<file path="src/rtl/uart_debug_loader_pkg.sv">
// Shared definitions for the UART debug loader: command bytes, response
// bytes, FSM state encoding and a small helper for single-byte responses.
package uart_debug_loader_pkg;

    // Host command bytes
    localparam logic [7:0] CMD_LOAD = 8'h4C;
    localparam logic [7:0] CMD_RUN  = 8'h52;
    localparam logic [7:0] CMD_STEP = 8'h53;
    localparam logic [7:0] CMD_HALT = 8'h48;
    localparam logic [7:0] CMD_PC   = 8'h50;

    // Response bytes
    localparam logic [7:0] RSP_ACK    = 8'h06;
    localparam logic [7:0] RSP_NAK    = 8'h15;
    localparam logic [7:0] RSP_HALTED = 8'h48;

    typedef enum logic [2:0] {
        ST_IDLE,
        ST_LEN0,
        ST_LEN1,
        ST_DATA,
        ST_WRITE,
        ST_RUN,
        ST_STEP,
        ST_RESP
    } state_e;

    // Pack a one-byte response into the 4-byte response buffer (byte 0 first).
    function automatic logic [31:0] rsp_byte(input logic [7:0] b);
        return {24'h000000, b};
    endfunction

endpackage

</file>
<file path="src/rtl/uart_debug_resp_tx.sv">
// Response transmitter: takes up to four bytes (byte 0 first) plus a count on
// a start pulse, pushes them into the TX FIFO one per cycle while it has room,
// then pulses tx_start/done in the cycle after the final push.
module uart_debug_resp_tx (
    input  logic        clk,
    input  logic        i_rst,
    input  logic        i_en,
    input  logic        i_start,
    input  logic [31:0] i_bytes,
    input  logic [2:0]  i_cnt,
    input  logic        i_tx_full,
    output logic        o_wr,
    output logic [7:0]  o_wdata,
    output logic        o_tx_start,
    output logic        o_done
);

    logic        busy_q, busy_d;
    logic [2:0]  rem_q, rem_d;
    logic [31:0] sh_q, sh_d;
    logic        fin_q, fin_d;

    // Pushes only happen while enabled and the FIFO has room; data is zero
    // whenever no push is in progress.
    assign o_wr       = i_en & busy_q & ~i_tx_full;
    assign o_wdata    = o_wr ? sh_q[7:0] : 8'h00;
    assign o_tx_start = i_en & fin_q;
    assign o_done     = i_en & fin_q;

    // Next-state: accept a new response when idle, shift out one byte per
    // successful push, and raise the finish flag after the last byte.
    always_comb begin
        busy_d = busy_q;
        rem_d  = rem_q;
        sh_d   = sh_q;
        fin_d  = fin_q;
        if (i_en) begin
            fin_d = 1'b0;
            if (busy_q) begin
                if (!i_tx_full) begin
                    sh_d  = {8'h00, sh_q[31:8]};
                    rem_d = rem_q - 3'd1;
                    if (rem_q == 3'd1) begin
                        busy_d = 1'b0;
                        fin_d  = 1'b1;
                    end
                end
            end else if (i_start) begin
                sh_d  = i_bytes;
                rem_d = i_cnt;
                if (i_cnt == 3'd0) begin
                    fin_d = 1'b1;
                end else begin
                    busy_d = 1'b1;
                end
            end
        end
    end

    // State registers
    always_ff @(posedge clk or negedge i_rst) begin
        if (!i_rst) begin
            busy_q <= 1'b0;
            rem_q  <= 3'd0;
            sh_q   <= 32'h0;
            fin_q  <= 1'b0;
        end else begin
            busy_q <= busy_d;
            rem_q  <= rem_d;
            sh_q   <= sh_d;
            fin_q  <= fin_d;
        end
    end

endmodule

</file>
<file path="src/rtl/uart_debug_loader.sv">
// Host-side debug loader between the UART FIFOs and the CPU subsystem.
// Decodes command bytes, streams a program image into instruction memory,
// gates the CPU enable for run/step/halt and returns status/PC bytes.
// Optional build macro: LOADER_TIMEOUT_EN adds an inter-byte timeout during
// a load (abort with NAK after TIMEOUT_CYCLES idle cycles).
module uart_debug_loader
    import uart_debug_loader_pkg::*;
#(
    parameter int NB_INSTRUCTION  = 32,
    parameter int IMEM_ADDR_WIDTH = 10,
    parameter int NB_PC           = 32,
    parameter int NB_UART_DATA    = 8,
    parameter int TIMEOUT_CYCLES  = 5_000_000
) (
    input  logic                       clk,
    input  logic                       i_rst,
    input  logic                       i_en,
    input  logic [NB_UART_DATA-1:0]    i_uart_rx_data,
    input  logic                       i_uart_rx_empty,
    output logic                       o_uart_rd,
    output logic [NB_UART_DATA-1:0]    o_uart_wdata,
    output logic                       o_uart_wr,
    input  logic                       i_uart_tx_full,
    output logic                       o_uart_tx_start,
    output logic                       o_imem_we,
    output logic [IMEM_ADDR_WIDTH-1:0] o_imem_addr,
    output logic [NB_INSTRUCTION-1:0]  o_imem_wdata,
    output logic                       o_cpu_en,
    output logic                       o_cpu_rst,
    input  logic                       i_cpu_halt,
    input  logic [NB_PC-1:0]           i_cpu_pc
);

    state_e                     state_q, state_d;
    logic [7:0]                 len_lo_q, len_lo_d;
    logic [15:0]                words_left_q, words_left_d;
    logic [IMEM_ADDR_WIDTH-1:0] addr_q, addr_d;
    logic [31:0]                word_q, word_d;
    logic [1:0]                 bcnt_q, bcnt_d;
    logic [31:0]                rsp_bytes_q, rsp_bytes_d;
    logic [2:0]                 rsp_cnt_q, rsp_cnt_d;
    logic                       rsp_start_q, rsp_start_d;
    logic                       ret_run_q, ret_run_d;
    logic                       cpu_rst_q, cpu_rst_d;

    logic                       rsp_go;
    logic [31:0]                rsp_word;
    logic [2:0]                 rsp_n;
    logic                       rx_state;
    logic                       take;
    logic [7:0]                 rx_byte;
    logic [7:0]                 tx_wdata;
    logic                       tx_done;

`ifdef LOADER_TIMEOUT_EN
    localparam int TO_W = $clog2(TIMEOUT_CYCLES);
    logic [TO_W-1:0] to_cnt_q, to_cnt_d;
`else
    logic unused_timeout;
    assign unused_timeout = (TIMEOUT_CYCLES != 0);
`endif

    assign rx_byte  = i_uart_rx_data[7:0];
    assign rx_state = (state_q == ST_IDLE) || (state_q == ST_LEN0) ||
                      (state_q == ST_LEN1) || (state_q == ST_DATA) ||
                      (state_q == ST_RUN);
    // A byte is popped and sampled in the same cycle; reset keeps it quiet.
    assign take      = i_rst & i_en & ~i_uart_rx_empty & rx_state;
    assign o_uart_rd = take;

    assign o_imem_we    = i_en & (state_q == ST_WRITE);
    assign o_imem_addr  = o_imem_we ? addr_q : '0;
    assign o_imem_wdata = o_imem_we ? NB_INSTRUCTION'(word_q) : '0;
    assign o_cpu_en     = i_en & ((state_q == ST_RUN) || (state_q == ST_STEP));
    assign o_cpu_rst    = i_en & cpu_rst_q;
    assign o_uart_wdata = NB_UART_DATA'(tx_wdata);

    // Next-state and datapath decode for the command FSM
    always_comb begin
        state_d      = state_q;
        len_lo_d     = len_lo_q;
        words_left_d = words_left_q;
        addr_d       = addr_q;
        word_d       = word_q;
        bcnt_d       = bcnt_q;
        rsp_bytes_d  = rsp_bytes_q;
        rsp_cnt_d    = rsp_cnt_q;
        rsp_start_d  = rsp_start_q & ~i_en;
        cpu_rst_d    = cpu_rst_q & ~i_en;
        ret_run_d    = ret_run_q;
        rsp_go       = 1'b0;
        rsp_word     = 32'h0;
        rsp_n        = 3'd0;
`ifdef LOADER_TIMEOUT_EN
        to_cnt_d     = to_cnt_q;
`endif
        if (i_en) begin
            case (state_q)
                ST_IDLE: begin
                    if (take) begin
                        rsp_go   = 1'b1;
                        rsp_n    = 3'd1;
                        case (rx_byte)
                            CMD_LOAD: begin
                                rsp_go  = 1'b0;
                                state_d = ST_LEN0;
                            end
                            CMD_RUN: begin
                                rsp_word  = rsp_byte(RSP_ACK);
                                ret_run_d = 1'b1;
                            end
                            CMD_STEP: begin
                                rsp_go  = 1'b0;
                                state_d = ST_STEP;
                            end
                            CMD_HALT: rsp_word = rsp_byte(RSP_ACK);
                            CMD_PC: begin
                                rsp_word = i_cpu_pc[31:0];
                                rsp_n    = 3'd4;
                            end
                            default:  rsp_word = rsp_byte(RSP_NAK);
                        endcase
                    end
                end
                ST_LEN0: begin
                    if (take) begin
                        len_lo_d = rx_byte;
                        state_d  = ST_LEN1;
                    end
                end
                ST_LEN1: begin
                    if (take) begin
                        if ({rx_byte, len_lo_q} == 16'h0000) begin
                            rsp_go   = 1'b1;
                            rsp_word = rsp_byte(RSP_ACK);
                            rsp_n    = 3'd1;
                        end else begin
                            words_left_d = {rx_byte, len_lo_q};
                            addr_d       = '0;
                            bcnt_d       = 2'd0;
                            state_d      = ST_DATA;
                        end
                    end
                end
                ST_DATA: begin
                    if (take) begin
                        // Bytes arrive LSB first, so shift in from the top.
                        word_d = {rx_byte, word_q[31:8]};
                        bcnt_d = bcnt_q + 2'd1;
                        if (bcnt_q == 2'd3) begin
                            state_d = ST_WRITE;
                        end
                    end
                end
                ST_WRITE: begin
                    addr_d       = addr_q + 1'b1;
                    words_left_d = words_left_q - 16'd1;
                    if (words_left_q == 16'd1) begin
                        cpu_rst_d = 1'b1;
                        rsp_go    = 1'b1;
                        rsp_word  = rsp_byte(RSP_ACK);
                        rsp_n     = 3'd1;
                    end else begin
                        state_d = ST_DATA;
                    end
                end
                ST_RUN: begin
                    // Halt wins over a simultaneous halt byte; the byte is
                    // still popped, so only one response goes out.
                    if (i_cpu_halt) begin
                        rsp_go   = 1'b1;
                        rsp_word = rsp_byte(RSP_HALTED);
                        rsp_n    = 3'd1;
                    end else if (take && (rx_byte == CMD_HALT)) begin
                        rsp_go   = 1'b1;
                        rsp_word = rsp_byte(RSP_ACK);
                        rsp_n    = 3'd1;
                    end
                end
                ST_STEP: begin
                    rsp_go   = 1'b1;
                    rsp_word = rsp_byte(RSP_ACK);
                    rsp_n    = 3'd1;
                end
                ST_RESP: begin
                    if (tx_done) begin
                        state_d   = ret_run_q ? ST_RUN : ST_IDLE;
                        ret_run_d = 1'b0;
                    end
                end
                default: state_d = ST_IDLE;
            endcase
`ifdef LOADER_TIMEOUT_EN
            if ((state_q == ST_LEN0) || (state_q == ST_LEN1) || (state_q == ST_DATA)) begin
                if (take) begin
                    to_cnt_d = '0;
                end else if (to_cnt_q == TO_W'(TIMEOUT_CYCLES - 1)) begin
                    to_cnt_d = '0;
                    rsp_go   = 1'b1;
                    rsp_word = rsp_byte(RSP_NAK);
                    rsp_n    = 3'd1;
                end else begin
                    to_cnt_d = to_cnt_q + TO_W'(1);
                end
            end else begin
                to_cnt_d = '0;
            end
`endif
        end
        if (rsp_go) begin
            state_d     = ST_RESP;
            rsp_start_d = 1'b1;
            rsp_bytes_d = rsp_word;
            rsp_cnt_d   = rsp_n;
        end
    end

    // State and datapath registers
    always_ff @(posedge clk or negedge i_rst) begin
        if (!i_rst) begin
            state_q      <= ST_IDLE;
            len_lo_q     <= 8'h00;
            words_left_q <= 16'h0000;
            addr_q       <= '0;
            word_q       <= 32'h0;
            bcnt_q       <= 2'd0;
            rsp_bytes_q  <= 32'h0;
            rsp_cnt_q    <= 3'd0;
            rsp_start_q  <= 1'b0;
            ret_run_q    <= 1'b0;
            cpu_rst_q    <= 1'b0;
        end else begin
            state_q      <= state_d;
            len_lo_q     <= len_lo_d;
            words_left_q <= words_left_d;
            addr_q       <= addr_d;
            word_q       <= word_d;
            bcnt_q       <= bcnt_d;
            rsp_bytes_q  <= rsp_bytes_d;
            rsp_cnt_q    <= rsp_cnt_d;
            rsp_start_q  <= rsp_start_d;
            ret_run_q    <= ret_run_d;
            cpu_rst_q    <= cpu_rst_d;
        end
    end

`ifdef LOADER_TIMEOUT_EN
    // Inter-byte idle counter for loads
    always_ff @(posedge clk or negedge i_rst) begin
        if (!i_rst) begin
            to_cnt_q <= '0;
        end else begin
            to_cnt_q <= to_cnt_d;
        end
    end
`endif

    uart_debug_resp_tx u_resp_tx (
        .clk        (clk),
        .i_rst      (i_rst),
        .i_en       (i_en),
        .i_start    (rsp_start_q),
        .i_bytes    (rsp_bytes_q),
        .i_cnt      (rsp_cnt_q),
        .i_tx_full  (i_uart_tx_full),
        .o_wr       (o_uart_wr),
        .o_wdata    (tx_wdata),
        .o_tx_start (o_uart_tx_start),
        .o_done     (tx_done)
    );

endmodule

</file>
<file path="config.mk">
export PLATFORM = sky130hd
export DESIGN_NAME = uart_debug_loader
export DESIGN_NICKNAME = d
export VERILOG_FILES = /design/src/rtl/uart_debug_loader_pkg.sv /design/src/rtl/uart_debug_resp_tx.sv /design/src/rtl/uart_debug_loader.sv
export SDC_FILE = /design/constraint.sdc
export NUM_CORES = 1
export LEC_CHECK = 0
export BUFFER_PORTS_ARGS = -buffer_cell sky130_fd_sc_hd__buf_2
export CAP_MARGIN = 30
export CORE_ASPECT_RATIO = 1.5
export CORE_MARGIN = 2
export CORE_UTILIZATION = 46
export CTS_CLUSTER_DIAMETER = 120
export DETAILED_ROUTE_END_ITERATION = 10
export GPL_TIMING_DRIVEN = 0
export PLACE_DENSITY = 0.78
export SYNTH_ARGS = -nofsm -noshare
export SYNTH_HDL_FRONTEND = slang
export SYNTH_HIERARCHICAL = 1
export SYNTH_SLANG_ARGS = --single-unit
</file>
<file path="constraint.sdc">
create_clock -name clk -period 1.89 [get_ports clk]
set_input_delay 0.189 -clock clk [delete_from_list [all_inputs] [get_ports clk]]
set_output_delay 0.189 -clock clk [all_outputs]
set_load 0.02 [all_outputs]
</file>
======== Word level (Yosys, flattened, before mapping) ========
Index checks and enable logic that the tools add are counted.
operators by class
  bitwise operators ....................... 14
  multiply operators ...................... 0
  eq/ne operators ......................... 31
  order comparisons ....................... 0
  add/sub/neg operators ................... 4
  div/mod/pow operators ................... 0
  reduce and logical (&&, ||, !) cells .... 24
  shift operators ......................... 0
  mux-type cells .......................... 77
operators by type and width
  cell                     number
  $mux W32                 6
  $pmux W32 S5             1
  $pmux W32 S3             1
  $mux W3                  21
  $eq A8 B7 Y1 const B     5
  $mux W16                 2
  $pmux W16 S2             1
  $mux W1                  30
  $mux W10                 3
  $ne A3 B3 Y1 const B     7
  $pmux W10 S2             1
  $pmux W3 S6              1
  $eq A16 B1 Y1 const B    1
  $logic_not A16 Y1        1
  $sub A16 B1 Y16 const B  1
  $pmux W3 S5              1
  $eq A3 B3 Y1 const B     4
  $ne A2 B2 Y1 const B     6
  $and A1 B1 Y1            11
  $reduce_and A11 Y1       1
  $add A10 B1 Y10 const B  1
  $reduce_and A5 Y1        2
  $reduce_bool A2 Y1       5
  $reduce_and A3 Y1        3
  other kinds (22)         34
word-level totals
  flip-flop bits (word level) ............. 146
  memories kept ........................... 0
  output and inout port bits .............. 56
  latch bits .............................. 0
  logic and storage cells ................. 165
  memory bits (read-only) ................. 0
  memory bits (writable) .................. 0
  input bits .............................. 46

======== Longest topological paths before layout ========
  depth after elaboration ................. 13
  depth in mapped cells ................... 8
  mapped depth without buffers ............ 7

======== Cells and area by module ========
Netlist, hierarchy kept.
modules (own cells, without submodules)
  module              cells each  sequential area each (um2)  area each (um2)  times used
  uart_debug_loader   520         2,702.6                     5,617.9          1
  uart_debug_resp_tx  161         925.9                       1,931.9          1

======== Worst setup path before layout ========
No wires, ideal clock.
  kind .................................... register -> register
  from .................................... register words_left_q[1]
  to ...................................... register rsp_bytes_q[1]
  clock period less this slack ............ 1,935 ps
  arrival time ............................ 1,810 ps
  path buffers ............................ 0
  cell stages (with the launch flop) ...... 8
  path slack .............................. -45 ps
  library setup time ...................... 125 ps
  required time ........................... 1,765 ps
  path through ............................ dfrtp_1 inv_1 ha_1 nor4b_1 nand4_1 a21oi_2 o41a_4 mux2_4
between the ends
  word-level cells in the longest chain between the ends .. 4
  elaborated cells on any way between the ends .. 7
  classes of those cells .................. eq/ne: 1; mux: 6
RTL lines
  what                                         RTL line                  RTL
  start, declared                              uart_debug_loader.sv:36   logic [15:0] words_left_q, words_left_d;
  start signal, assigned                       uart_debug_loader.sv:235  words_left_q <= words_left_d;
  $eq A16 B1 Y1 (*)                            uart_debug_loader.sv:158  if (words_left_q == 16'd1) begin
  $mux W3 or $mux W1 (tied branches)           uart_debug_loader.sv:158
  $pmux W32 S5 or $pmux W1 S5 (tied branches)  uart_debug_loader.sv:98   case (state_q)
  $mux W32 or $mux W1 (tied branches)          uart_debug_loader.sv:97   if (i_en) begin
  end signal, assigned                         uart_debug_loader.sv:239  rsp_bytes_q <= rsp_bytes_d;
  end, declared                                uart_debug_loader.sv:40   logic [31:0] rsp_bytes_q, rsp_bytes_d;
Every way passes the cells marked *; elsewhere a longest branch is shown, timed or not.
A chain may end at the register's enable or synchronous reset.

======== Final worst setup path ========
  from .................................... register state_q[2]
  to ...................................... output o_imem_wdata[17]
between the ends
  word-level cells in the longest chain between the ends .. 3
RTL lines
  what                    RTL line                  RTL
  start, declared         uart_debug_loader.sv:34   state_e state_q, state_d;
  start signal, assigned  uart_debug_loader.sv:233  state_q <= state_d;
  $eq A3 B3 Y1            uart_debug_loader.sv:71   assign o_imem_we = i_en & (state_q == ST_WRITE);
  $and A1 B1 Y1           uart_debug_loader.sv:71
  $mux W32                uart_debug_loader.sv:73   assign o_imem_wdata = o_imem_we ? NB_INSTRUCTION'(word_q) : '0;
  end, declared           uart_debug_loader.sv:27   output logic [NB_INSTRUCTION-1:0] o_imem_wdata,
No other way between the ends.

==> results.sh <==
export IMPL_status="finished with violations"
export IMPL_violations="setup timing"
export IMPL_slowest_delay_ns=0.43
export IMPL_cp_cell_sequence="nor2b_4, and3_4, clkbuf_8, and2_4, buf_6"
export IMPL_cts_htree_levels=4
export IMPL_diodes=0
export IMPL_port_buffers=100
export IMPL_peakVddDrop_v=0.000753
export IMPL_ys_warn_count=6
export IMPL_synthFlopType="dfrtp_1"
export IMPL_grt_pass1_vias=6608
export IMPL_grt_start_max_net_pins=56
export IMPL_syn_area_um2=7550
export IMPL_clk_path_buf_depth=2
export IMPL_die_x_um=109
export IMPL_synth_distinct_cells=80
export IMPL_max_freq_mhz=499
export IMPL_multi_input_area_um2=3950
export IMPL_cts_root_buf="clkbuf_16"
export IMPL_grt_usage_pct=25.8
export IMPL_synth_edf_count=0
export IMPL_wl_per_cell_um=21.0
export IMPL_via_count=6565
export IMPL_end_kind="output pin"
export IMPL_syn_avg_cell_area_um2=11.1
export IMPL_cts_sinks=145
export IMPL_p_leak_uw=0.00487
export IMPL_gp_congestion=0.951
export IMPL_total_power_uw=13000
export IMPL_cap_violations=0
export IMPL_cts_buffers=17
export IMPL_clock_latency_ns=0.43
export IMPL_setup_slack_ns=-0.115
export IMPL_period_needed_ns=2.01
export IMPL_antenna_found_initial=1
export IMPL_drt_initial_drc_count=643
export IMPL_dp_hpwl_um=13600
export IMPL_grt_busiest_layer="met2"
export IMPL_rows=57
export IMPL_pin_count=102
export IMPL_finalWirelength_um=22800
export IMPL_ys_ff_latch=145
export IMPL_hold_path_class="input port to register"
export IMPL_rsz0062_at_grt="true"
export IMPL_path_class="register to output pin"
export IMPL_cp_slowest_cell="dfrtp_2"
export IMPL_drc=0
export IMPL_cts_tree="done"
export IMPL_use_met1_pct=29.4
export IMPL_p_per_area_nw_per_um2=1240
export IMPL_dieHeight_um=161
export IMPL_critPathMaxFanout=7
export IMPL_placeableCoreArea_um2=16100
export IMPL_slew_viol_final=0
export IMPL_grt_use_met3_pct=6.25
export IMPL_hold_viol_final=0
export IMPL_worstSetupStartpointType="register"
export IMPL_die_area_um2=17500
export IMPL_met2_usage_pct=45.7
export IMPL_cp_required_ns=1.70
export IMPL_critPathArrivalTime_ns=1.82
export IMPL_synth_cells=681
export IMPL_dr_pass1_iters=6
export IMPL_overflow=0
export IMPL_period_share_pct=106
export IMPL_final_nets=918
export IMPL_seq_area_frac_synth_pct=48.1
export IMPL_initial_core_util_pct=46.8
export IMPL_n_fill_cell=1167
export IMPL_clkTransAtPathRegs_ns=0.06
export IMPL_drive_above_1_share_pct=46.9
export IMPL_syn_to_final_growth_pct=38.1
export IMPL_via_per_inst=6.05
export IMPL_max_slew_margin_rel_pct=50.6
export IMPL_synthArstFlopShare_pct=100
export IMPL_skew_ns=0.00894
export IMPL_tns_ns=-6.24
export IMPL_tightest_slew_ns=0.742
export IMPL_setup_viol=89
export IMPL_grt_pass1_wl_um=34700
export IMPL_drtAntennaViolNets=0
export IMPL_seqCellArea_um2=3630
==> worst paths after layout <==
path | from | slack, ns | depth (start not counted) | endpoint
min reg2reg | u_resp_tx/sh_q[9] | 0.49 | 1 | u_resp_tx/sh_q[9]
max | state_q[2] | -0.12 | 5 | o_imem_wdata[17]
max in group asynchronous | i_rst | 1.03 | 3 | state_q[2]
min | i_cpu_pc[21] | 0.004 | 2 | rsp_bytes_q[21]
min in group asynchronous | i_rst | 0.46 | 4 | words_left_q[0]
max reg2reg | state_q[2] | -0.08 | 6 | state_q[0]
==> flip-flops by register name, summed over array words and instances (netlist names), named ones only <==
register and count:
rsp_bytes_q 32, u_resp_tx/sh_q 32, word_q 32, words_left_q 16, addr_q 10, len_lo_q 8, state_q 3, u_resp_tx/rem_q 3
bcnt_q 2, rsp_cnt_q 2, ret_run_q 1, u_resp_tx/busy_q 1, u_resp_tx/fin_q 1
==> layer usage <==
layer | wire length, um | part of all wire [%] | vias up
met5 | 0 | 0 | -
met4 | 1090 | 4.8 | 0
met3 | 1450 | 6.4 | 102
met2 | 11800 | 52 | 365
met1 | 8440 | 37 | 3217
li1 | - | - | 2881
==> where the power goes <==
group | internal, uW | leakage [uW] | switching, uW | total [uW]
Clock | 2240 | 0.000294 | 1280 | 3520
Sequential | 3750 | 0.00194 | 699 | 4450
Combinational | 2280 | 0.00263 | 2720 | 4990
==> cell usage after synthesis (5+ instances only) <==
cell        n  area share (%)
dfrtp_1   145              48
mux2_2     86              13
and2_1     55             4.6
nor2_1     32             1.6
o21ai_0    31             2.1
a22o_1     28             3.2
nand2_1    23             1.1
inv_1      22             1.1
a21oi_1    19             1.3
clkbuf_1   17            0.85
o31ai_1    15             1.5
a31oi_1    13             1.1
buf_2      13            0.86
nand4_1    12            0.99
nor3_1     11            0.73
and3_1     10            0.83
nand3_1    10            0.66
buf_4       7            0.70
nor4_1      7            0.58
buf_6       6            0.89
ha_1        6            0.99
nor2b_1     5            0.41
o22a_1      5            0.58
==> area by class of cell <==
cell class / count / share of cell area [%]
multi-input combinational: 469 / 37.9
sequential: 145 / 34.8
timing repair buffer: 165 / 14.1
clock buffer: 22 / 4.36
buffer: 43 / 3.83
tap: 206 / 2.47
clock inverter: 10 / 1.52
inverter: 25 / 0.948
==> through the flow <==
| step | hold slack, ns | cell area, um^2 | std cells | worst slack (ns) | utilization [%] |
|---|---|---|---|---|---|
| floorplan | -0.107 | 7560 | 682 | 0.00868 | - |
| CTS | 0.00133 | 10100 | 1074 | -0.0635 | 62.7 |
| global placement | 0.416 | 8320 | 988 | -2.88 | 51.6 |
| detailed placement | 0.180 | 8350 | 989 | -0.892 | 51.8 |
| finish | 0.00376 | 10400 | 1085 | -0.115 | 64.7 |
| global route | 0.00912 | 10400 | 1085 | -0.171 | 64.7 |
==> cell families (layout without fill, tap and decap cells) <==
logic type / Yosys count / after routing / share of synthesized area, %
and+or+nand+nor: 198 / 200 / 15.3
AOI/OAI and AO/OA: 167 / 167 / 16.7
DFF: 145 / 145 / 48.1
muxes: 93 / 93 / 13.9
buffers and inverters: 70 / 265 / 4.91
adders and majority gates: 6 / 6 / 0.994
other: 1 / 2 / 0.0497
xor gates and xnor gates: 1 / 1 / 0.116
==> critical path: cells and delay by family, from the launching register on <==
family	cells	cell delay, ns
buf+inv	2	0.30
simple gates	3	0.65
flops	1	0.43
==> layout by cell type, fill, tap and decap left out, types with 13 or more instances in the layout <==
| cell | n |
|---|---|
| nor2_1 | 26 |
| a31oi_1 | 13 |
| nand2_1 | 22 |
| buf_2 | 60 |
| mux2_2 | 86 |
| buf_4 | 35 |
| and2_4 | 41 |
| a22o_1 | 28 |
| dlygate4sd3_1 | 23 |
| dfrtp_1 | 143 |
| a21oi_1 | 16 |
| buf_6 | 62 |
| o21ai_0 | 14 |
| clkbuf_16 | 18 |
| and2_1 | 14 |
| inv_1 | 21 |
==> repair_timing <==
item,4_1_cts,5_1_grt
hold endpoints to repair,119,0
gates cloned,7,2
endpoints found under the setup margin,158,142
hold buffers,25,0
pin swaps,36,23
setup buffers,23,9
resized for setup,190,79
No activity file was read; power rests on OpenSTA's default activity.
